## src/rtl/prio_sched_if.sv

```systemverilog
// Valid/ready bundle between the HP/NP queue pair, the scheduler and the
// downstream consumer. The scheduler takes the master modport; the queue
// and consumer side takes the slave modport.
interface prio_sched_if #(
  parameter int DW = 33
);
  logic [DW-1:0] hp_data;
  logic          hp_vld;
  logic          hp_rdy;
  logic [DW-1:0] np_data;
  logic          np_vld;
  logic          np_rdy;
  logic [DW-1:0] data_out;
  logic          vld_o;
  logic          rdy_i;
  logic          src_o;

  modport master (
    input  hp_data, hp_vld, np_data, np_vld, rdy_i,
    output hp_rdy, np_rdy, data_out, vld_o, src_o
  );

  modport slave (
    output hp_data, hp_vld, np_data, np_vld, rdy_i,
    input  hp_rdy, np_rdy, data_out, vld_o, src_o
  );
endinterface

```

## src/rtl/prio_sched.sv

```systemverilog
// Two-queue output scheduler. HP is preferred; an aging counter forces one
// NP grant after STARVE_LIMIT consecutive HP grants taken while NP waited.
// Output is a single registered stage that refills in the cycle it drains.
// Optional statistics counters are built when PRIO_SCHED_STATS_EN is
// defined; otherwise the statistics ports are tied to zero.
module prio_sched #(
  parameter int DW           = 33,
  parameter int STARVE_LIMIT = 4
) (
  input  logic        clk,
  input  logic        rst,
  prio_sched_if.master bus,
  output logic [15:0] hp_cnt,
  output logic [15:0] np_cnt,
  output logic [15:0] forced_cnt
);

  typedef enum logic [1:0] {
    GNT_NONE,
    GNT_HP,
    GNT_NP
  } grant_e;

  localparam logic [7:0] LIMIT = 8'(STARVE_LIMIT);

  logic [DW-1:0] data_q, data_d;
  logic          vld_q, vld_d;
  logic          src_q, src_d;
  logic [7:0]    cnt_q, cnt_d;
  grant_e        grant;
  logic          forced;
  logic          load;

  // Output register may take a new word when empty or draining this cycle.
  assign load = !vld_q || bus.rdy_i;

  // Arbitration: pick a source and advance the aging counter.
  always_comb begin
    // NOTE: every signal gets a default first so no path leaves it unassigned,
    // which would otherwise infer a latch.
    grant  = GNT_NONE;
    forced = 1'b0;
    cnt_d  = cnt_q;
    if (!rst && load) begin
      case ({bus.hp_vld, bus.np_vld})
        2'b11: begin
          if (cnt_q < LIMIT) begin
            grant = GNT_HP;
            cnt_d = cnt_q + 8'd1;
          end else begin
            grant  = GNT_NP;
            forced = 1'b1;
            cnt_d  = 8'd0;
          end
        end
        2'b10: begin
          grant = GNT_HP;
          cnt_d = 8'd0;
        end
        2'b01: begin
          grant = GNT_NP;
          cnt_d = 8'd0;
        end
        default: ;
      endcase
    end
  end

  // Next state of the output stage: load the granted word, or empty it.
  always_comb begin
    data_d = data_q;
    vld_d  = vld_q;
    src_d  = src_q;
    if (load) begin
      case (grant)
        GNT_HP: begin
          data_d = bus.hp_data;
          vld_d  = 1'b1;
          src_d  = 1'b1;
        end
        GNT_NP: begin
          data_d = bus.np_data;
          vld_d  = 1'b1;
          src_d  = 1'b0;
        end
        default: vld_d = 1'b0;
      endcase
    end
  end

  // Output stage and aging counter registers.
  always_ff @(posedge clk) begin
    // NOTE: sequential state uses non-blocking assignments, and reset is
    // sampled on the clock edge rather than in the sensitivity list.
    if (rst) begin
      data_q <= '0;
      vld_q  <= 1'b0;
      src_q  <= 1'b0;
      cnt_q  <= 8'd0;
    end else begin
      data_q <= data_d;
      vld_q  <= vld_d;
      src_q  <= src_d;
      cnt_q  <= cnt_d;
    end
  end

  assign bus.hp_rdy   = (grant == GNT_HP);
  assign bus.np_rdy   = (grant == GNT_NP);
  assign bus.data_out = data_q;
  assign bus.vld_o    = vld_q;
  assign bus.src_o    = src_q;

`ifdef PRIO_SCHED_STATS_EN
  logic [15:0] hp_cnt_q, hp_cnt_d;
  logic [15:0] np_cnt_q, np_cnt_d;
  logic [15:0] forced_cnt_q, forced_cnt_d;

  // Saturating grant statistics; a forced grant also counts as an NP grant.
  always_comb begin
    hp_cnt_d     = hp_cnt_q;
    np_cnt_d     = np_cnt_q;
    forced_cnt_d = forced_cnt_q;
    if (grant == GNT_HP && hp_cnt_q != 16'hFFFF) hp_cnt_d = hp_cnt_q + 16'd1;
    if (grant == GNT_NP && np_cnt_q != 16'hFFFF) np_cnt_d = np_cnt_q + 16'd1;
    if (forced && forced_cnt_q != 16'hFFFF) forced_cnt_d = forced_cnt_q + 16'd1;
  end

  // Statistics registers.
  always_ff @(posedge clk) begin
    if (rst) begin
      hp_cnt_q     <= 16'd0;
      np_cnt_q     <= 16'd0;
      forced_cnt_q <= 16'd0;
    end else begin
      hp_cnt_q     <= hp_cnt_d;
      np_cnt_q     <= np_cnt_d;
      forced_cnt_q <= forced_cnt_d;
    end
  end

  assign hp_cnt     = hp_cnt_q;
  assign np_cnt     = np_cnt_q;
  assign forced_cnt = forced_cnt_q;
`else
  assign hp_cnt     = 16'd0;
  assign np_cnt     = 16'd0;
  assign forced_cnt = 16'd0;
`endif

endmodule

```

## src/flat_wrapper.sv

```systemverilog
// flat-port wrapper written by rule: the top's interface ports become plain ports
module prio_sched_flat 
#(
  parameter int DW           = 33,
  parameter int STARVE_LIMIT = 4
)
  (clk, rst, hp_cnt, np_cnt, forced_cnt, bus_hp_data, bus_hp_vld, bus_np_data, bus_np_vld, bus_rdy_i, bus_hp_rdy, bus_np_rdy, bus_data_out, bus_vld_o, bus_src_o);
  prio_sched_if #(.DW(DW)) bus_i ();
  input  logic clk;
  input  logic rst;
  output logic [15:0] hp_cnt;
  output logic [15:0] np_cnt;
  output logic [15:0] forced_cnt;
  input wire logic [$bits(bus_i.hp_data)-1:0] bus_hp_data;
  input wire logic [$bits(bus_i.hp_vld)-1:0] bus_hp_vld;
  input wire logic [$bits(bus_i.np_data)-1:0] bus_np_data;
  input wire logic [$bits(bus_i.np_vld)-1:0] bus_np_vld;
  input wire logic [$bits(bus_i.rdy_i)-1:0] bus_rdy_i;
  output wire logic [$bits(bus_i.hp_rdy)-1:0] bus_hp_rdy;
  output wire logic [$bits(bus_i.np_rdy)-1:0] bus_np_rdy;
  output wire logic [$bits(bus_i.data_out)-1:0] bus_data_out;
  output wire logic [$bits(bus_i.vld_o)-1:0] bus_vld_o;
  output wire logic [$bits(bus_i.src_o)-1:0] bus_src_o;
  assign bus_i.hp_data = bus_hp_data;
  assign bus_i.hp_vld = bus_hp_vld;
  assign bus_i.np_data = bus_np_data;
  assign bus_i.np_vld = bus_np_vld;
  assign bus_i.rdy_i = bus_rdy_i;
  assign bus_hp_rdy = bus_i.hp_rdy;
  assign bus_np_rdy = bus_i.np_rdy;
  assign bus_data_out = bus_i.data_out;
  assign bus_vld_o = bus_i.vld_o;
  assign bus_src_o = bus_i.src_o;
  prio_sched #(.DW(DW), .STARVE_LIMIT(STARVE_LIMIT)) u_core (.clk(clk), .rst(rst), .bus(bus_i), .hp_cnt(hp_cnt), .np_cnt(np_cnt), .forced_cnt(forced_cnt));
endmodule
```

## config.mk

```make
export PLATFORM = sky130hd
export DESIGN_NAME = prio_sched_flat
export DESIGN_NICKNAME = d
export VERILOG_FILES = /design/src/rtl/prio_sched_if.sv /design/src/rtl/prio_sched.sv /design/src/flat_wrapper.sv
export SDC_FILE = /design/constraint.sdc
export NUM_CORES = 1
export LEC_CHECK = 0
export ABC_AREA = 1
export CAP_MARGIN = 20
export CELL_PAD_IN_SITES_DETAIL_PLACEMENT = 0
export CELL_PAD_IN_SITES_GLOBAL_PLACEMENT = 1
export CORE_MARGIN = 3
export CORE_UTILIZATION = 26
export CTS_BUF_LIST = sky130_fd_sc_hd__clkbuf_16
export DETAILED_ROUTE_END_ITERATION = 12
export GPL_ROUTABILITY_DRIVEN = 0
export GPL_TIMING_DRIVEN = 0
export PLACE_DENSITY = 0.92
export SYNTH_ARGS = -nofsm -noshare
export SYNTH_HDL_FRONTEND = slang
export SYNTH_SLANG_ARGS = --single-unit
export TNS_END_PERCENT = 5
```

## constraint.sdc

```tcl
create_clock -name clk -period 5.25 [get_ports clk]
set_input_delay 1.3125 -clock clk [delete_from_list [all_inputs] [get_ports clk]]
set_output_delay 1.3125 -clock clk [all_outputs]
set_load 0.01 [all_outputs]
```

==> metrics.md <==
| Metric | Value |
|---|---|
| DRC violations left | `0` |
| Crit path launch type | `input pin` |
| Final hold violations | `0` |
| Post-Syn Instances | `between 300 and 400` |
| H-tree depth | `2` |
| Commonest non-fill, non-tap cell in the layout | `nand2_1` |
| Worst Setup End Kind | `output port` |
| TritonCTS Sinks | `43` |
| Peak supply drop | `~0.13 mV` |
| Worst Max-Slew Pin Slew | `0.502 ns` |
| Kind of critical path | `in -> out` |
| Initial drt markers | `54` |
| Core area | `roughly 0.009 sq mm` |
| Path type of the worst min-delay path | `reg -> reg` |
| Clk root buf | `clkbuf_16` |
| Flops & latches, synth | `43` |
| Antenna Cells | `0` |
| Most frequent cells in the layout | `108 x nand2_1, 106 x clkdlybuf4s50_1, 53 x buf_4` |
| Final setup violation count | `0` |
| Drt first pass iters | `4` |
| Critical path startpoint | `bus_rdy_i` |
| Fin crit period | `between 4 and 5 ns` |
| Initial Utilization | `between 20% and 30%` |
| Vias in the first global route | `~2300` |
| Maxcap violations | `0` |
| Die Footprint | `~0.011 sq mm` |
| Yosys warning count | `0` |
| CTS Buf Count | `5` |
| Clk pin slew, worst setup/hold paths | `around 0.060 ns` |
| Nets | `roughly 600` |
| Port bufs | `about 110` |
| Share of cells above drive strength 1 | `between 10% and 20%` |
| Maximum buffer depth of the clock tree | `2` |
| Total number of vias | `approximately 2500` |
| CTS tree | `done` |
| RR Startpoint | `u_core.bus.vld_o$_SDFFE_PP0N_` |
| Post-route ant nets | `0` |
| Post-Syn Area | `0.00246 sq mm` |
| Outcome | `finished clean` |
| Avg Cell Area, Syn | `6.82 sq um` |
| Area growth from synthesis to layout | `63.3%` |
| Die W | `103 um` |
| Die height | `between 100 and 150 um` |
| Post-CTS Setup Bufs | `0` |
| Post-DP HPWL | `5570 um` |
| Worst-skew pair later-pin latency | `0.28 ns` |
| Final Util | `between 40% and 50%` |
| # hold bufs at CTS | `0` |
| Wire per inst | `between 10 and 15 um` |
| Largest net degree at the start of global routing | `14` |
| Relative slew slack | `around 67%` |
| Vias per cell | `about 3.8` |
| Rows | `34` |
| Leak pwr | `around 1.8 nW` |
| Number of distinct library cells after synthesis | `20` |
| Max Fclk | `about 220 MHz` |
| CP arrival | `3.22 ns` |
| Required @ worst endpoint | `just under 4 ns` |
| Initial antenna violation count | `0` |
| Final Slew Violations | `0` |
| Period utilisation layout | `between 80% and 90%` |
| Setup Skew | `0.00659 ns` |
| PwrDens | `245 mW/mm^2` |
| Reg2reg setup slack | `3.25 ns` |
| WL final | `about 7000 um` |
| Final setup TNS | `0 ns` |
| Crit path to | `bus_np_rdy` |
| R2R Path End | `u_core.bus.data_out[24]$_SDFFE_PP0P_` |
| Post-CTS sizing | `0` |
| First-pass GRT wire length | `about 11000 um` |
| Worst reg2reg path depth | `10` |
| I/O pin count | `about 160` |
| Seq/Total Area, Yosys | `35.0%` |
| Crit Path Max Fanout | `4` |
| GRT Util Overall | `12.9%` |
| GR Overflow Total | `0` |
| Worst-case hold slack | `about 0.44 ns` |
| RSZ-0062 raised after global routing | `false` |
metal layers:
layer  share of wire, %  global-route usage [%]  up-vias
met5                  0                       0        -
met3                8.6                    4.02        5
met2                 47                    23.2       93
met1                 43                    14.8     1023
li1                   -                       -     1338
met4               0.77                    3.29        0
critical path: stages:
cell             delay, ns
clkdlybuf4s50_1       0.46
inv_1                 0.05
nand2_2               0.10
nand2_2               0.08
inv_1                 0.06
o21ai_1               0.07
nor2_1                0.20
ha_1                  0.32
clkdlybuf4s50_1       0.58
report_power, final:
part	internal (W)	total (W)	switching, W	leakage [nW]
Sequential	0.000351	0.000363	0.0000121	0.351
Clock	0.000222	0.000348	0.000126	0.0812
Combinational	0.000148	0.000272	0.000124	1.40
Total	0.000721	0.000983	0.000263	1.83
registers in the layout (all words and copies together), names as in the netlist:
name and flops:
u_core.bus.data_out 33, u_core.bus.src_o 1, u_core.bus.vld_o 1, u_core.cnt_q 8
per-stage QoR:
step / power, W / setup slack, ns / cell area (sq um) / std cells
after floorplan: 0.000516 / 1.77 / 2640 / 408
after global placement: 0.000641 / 0.737 / 3860 / 640
after detailed placement: 0.000644 / 0.720 / 3860 / 640
after CTS: 0.000998 / 0.704 / 4020 / 648
after global routing: 0.00104 / 0.537 / 4020 / 648
final: 0.000983 / 0.714 / 4020 / 648
final cells by class:
| type | instances | area (sq um) |
|---|---|---|
| well taps | 126 | 158 |
| inverters | 43 | 164 |
| flip-flops and latches | 43 | 861 |
| clock buffers | 5 | 125 |
| plain buffers | 66 | 480 |
| fillers | 909 | 4950 |
| clock inverters | 3 | 38.8 |
| repair buffers | 106 | 1060 |
| multi-input cells | 256 | 1130 |
Yosys cell counts, drive strengths merged:
library cell	instances	area, sq um
a21oi	40	200
buf	60	458
clkbuf	6	22.5
conb	1	3.75
dfxtp	43	861
ha	6	75.1
inv	43	164
nand2	111	429
nand3	3	15.0
nand4	1	6.26
nor2	12	52.6
o21ai	35	175
how the worst min path moves through the flow:
stage | start | cells after the start | slack, ns | endpoint
after floorplan | u_core.cnt_q[3]$_SDFFE_PP0P_ | 2 | 0.42 | u_core.cnt_q[3]$_SDFFE_PP0P_
after global placement | u_core.cnt_q[6]$_SDFFE_PP0P_ | 2 | 0.43 | u_core.cnt_q[6]$_SDFFE_PP0P_
after detailed placement | u_core.cnt_q[7]$_SDFFE_PP0P_ | 2 | 0.43 | u_core.cnt_q[7]$_SDFFE_PP0P_
after CTS | u_core.cnt_q[7]$_SDFFE_PP0P_ | 2 | 0.44 | u_core.cnt_q[7]$_SDFFE_PP0P_
after global routing | u_core.cnt_q[3]$_SDFFE_PP0P_ | 2 | 0.46 | u_core.cnt_q[3]$_SDFFE_PP0P_
final | u_core.cnt_q[4]$_SDFFE_PP0P_ | 2 | 0.44 | u_core.cnt_q[4]$_SDFFE_PP0P_
cell families (layout without fill, tap and decap cells):
family          Yosys count  in the layout  share of synthesized area [%]
buf+inv                 109            223                           26.2
flops                    43             43                           35.0
fa+ha+maj                 6              6                           3.05
simple gates            127            127                           20.4
compound gates           75             75                           15.2
other cells               1             48                          0.152
Note: power is estimated with default switching activity, not from simulation.
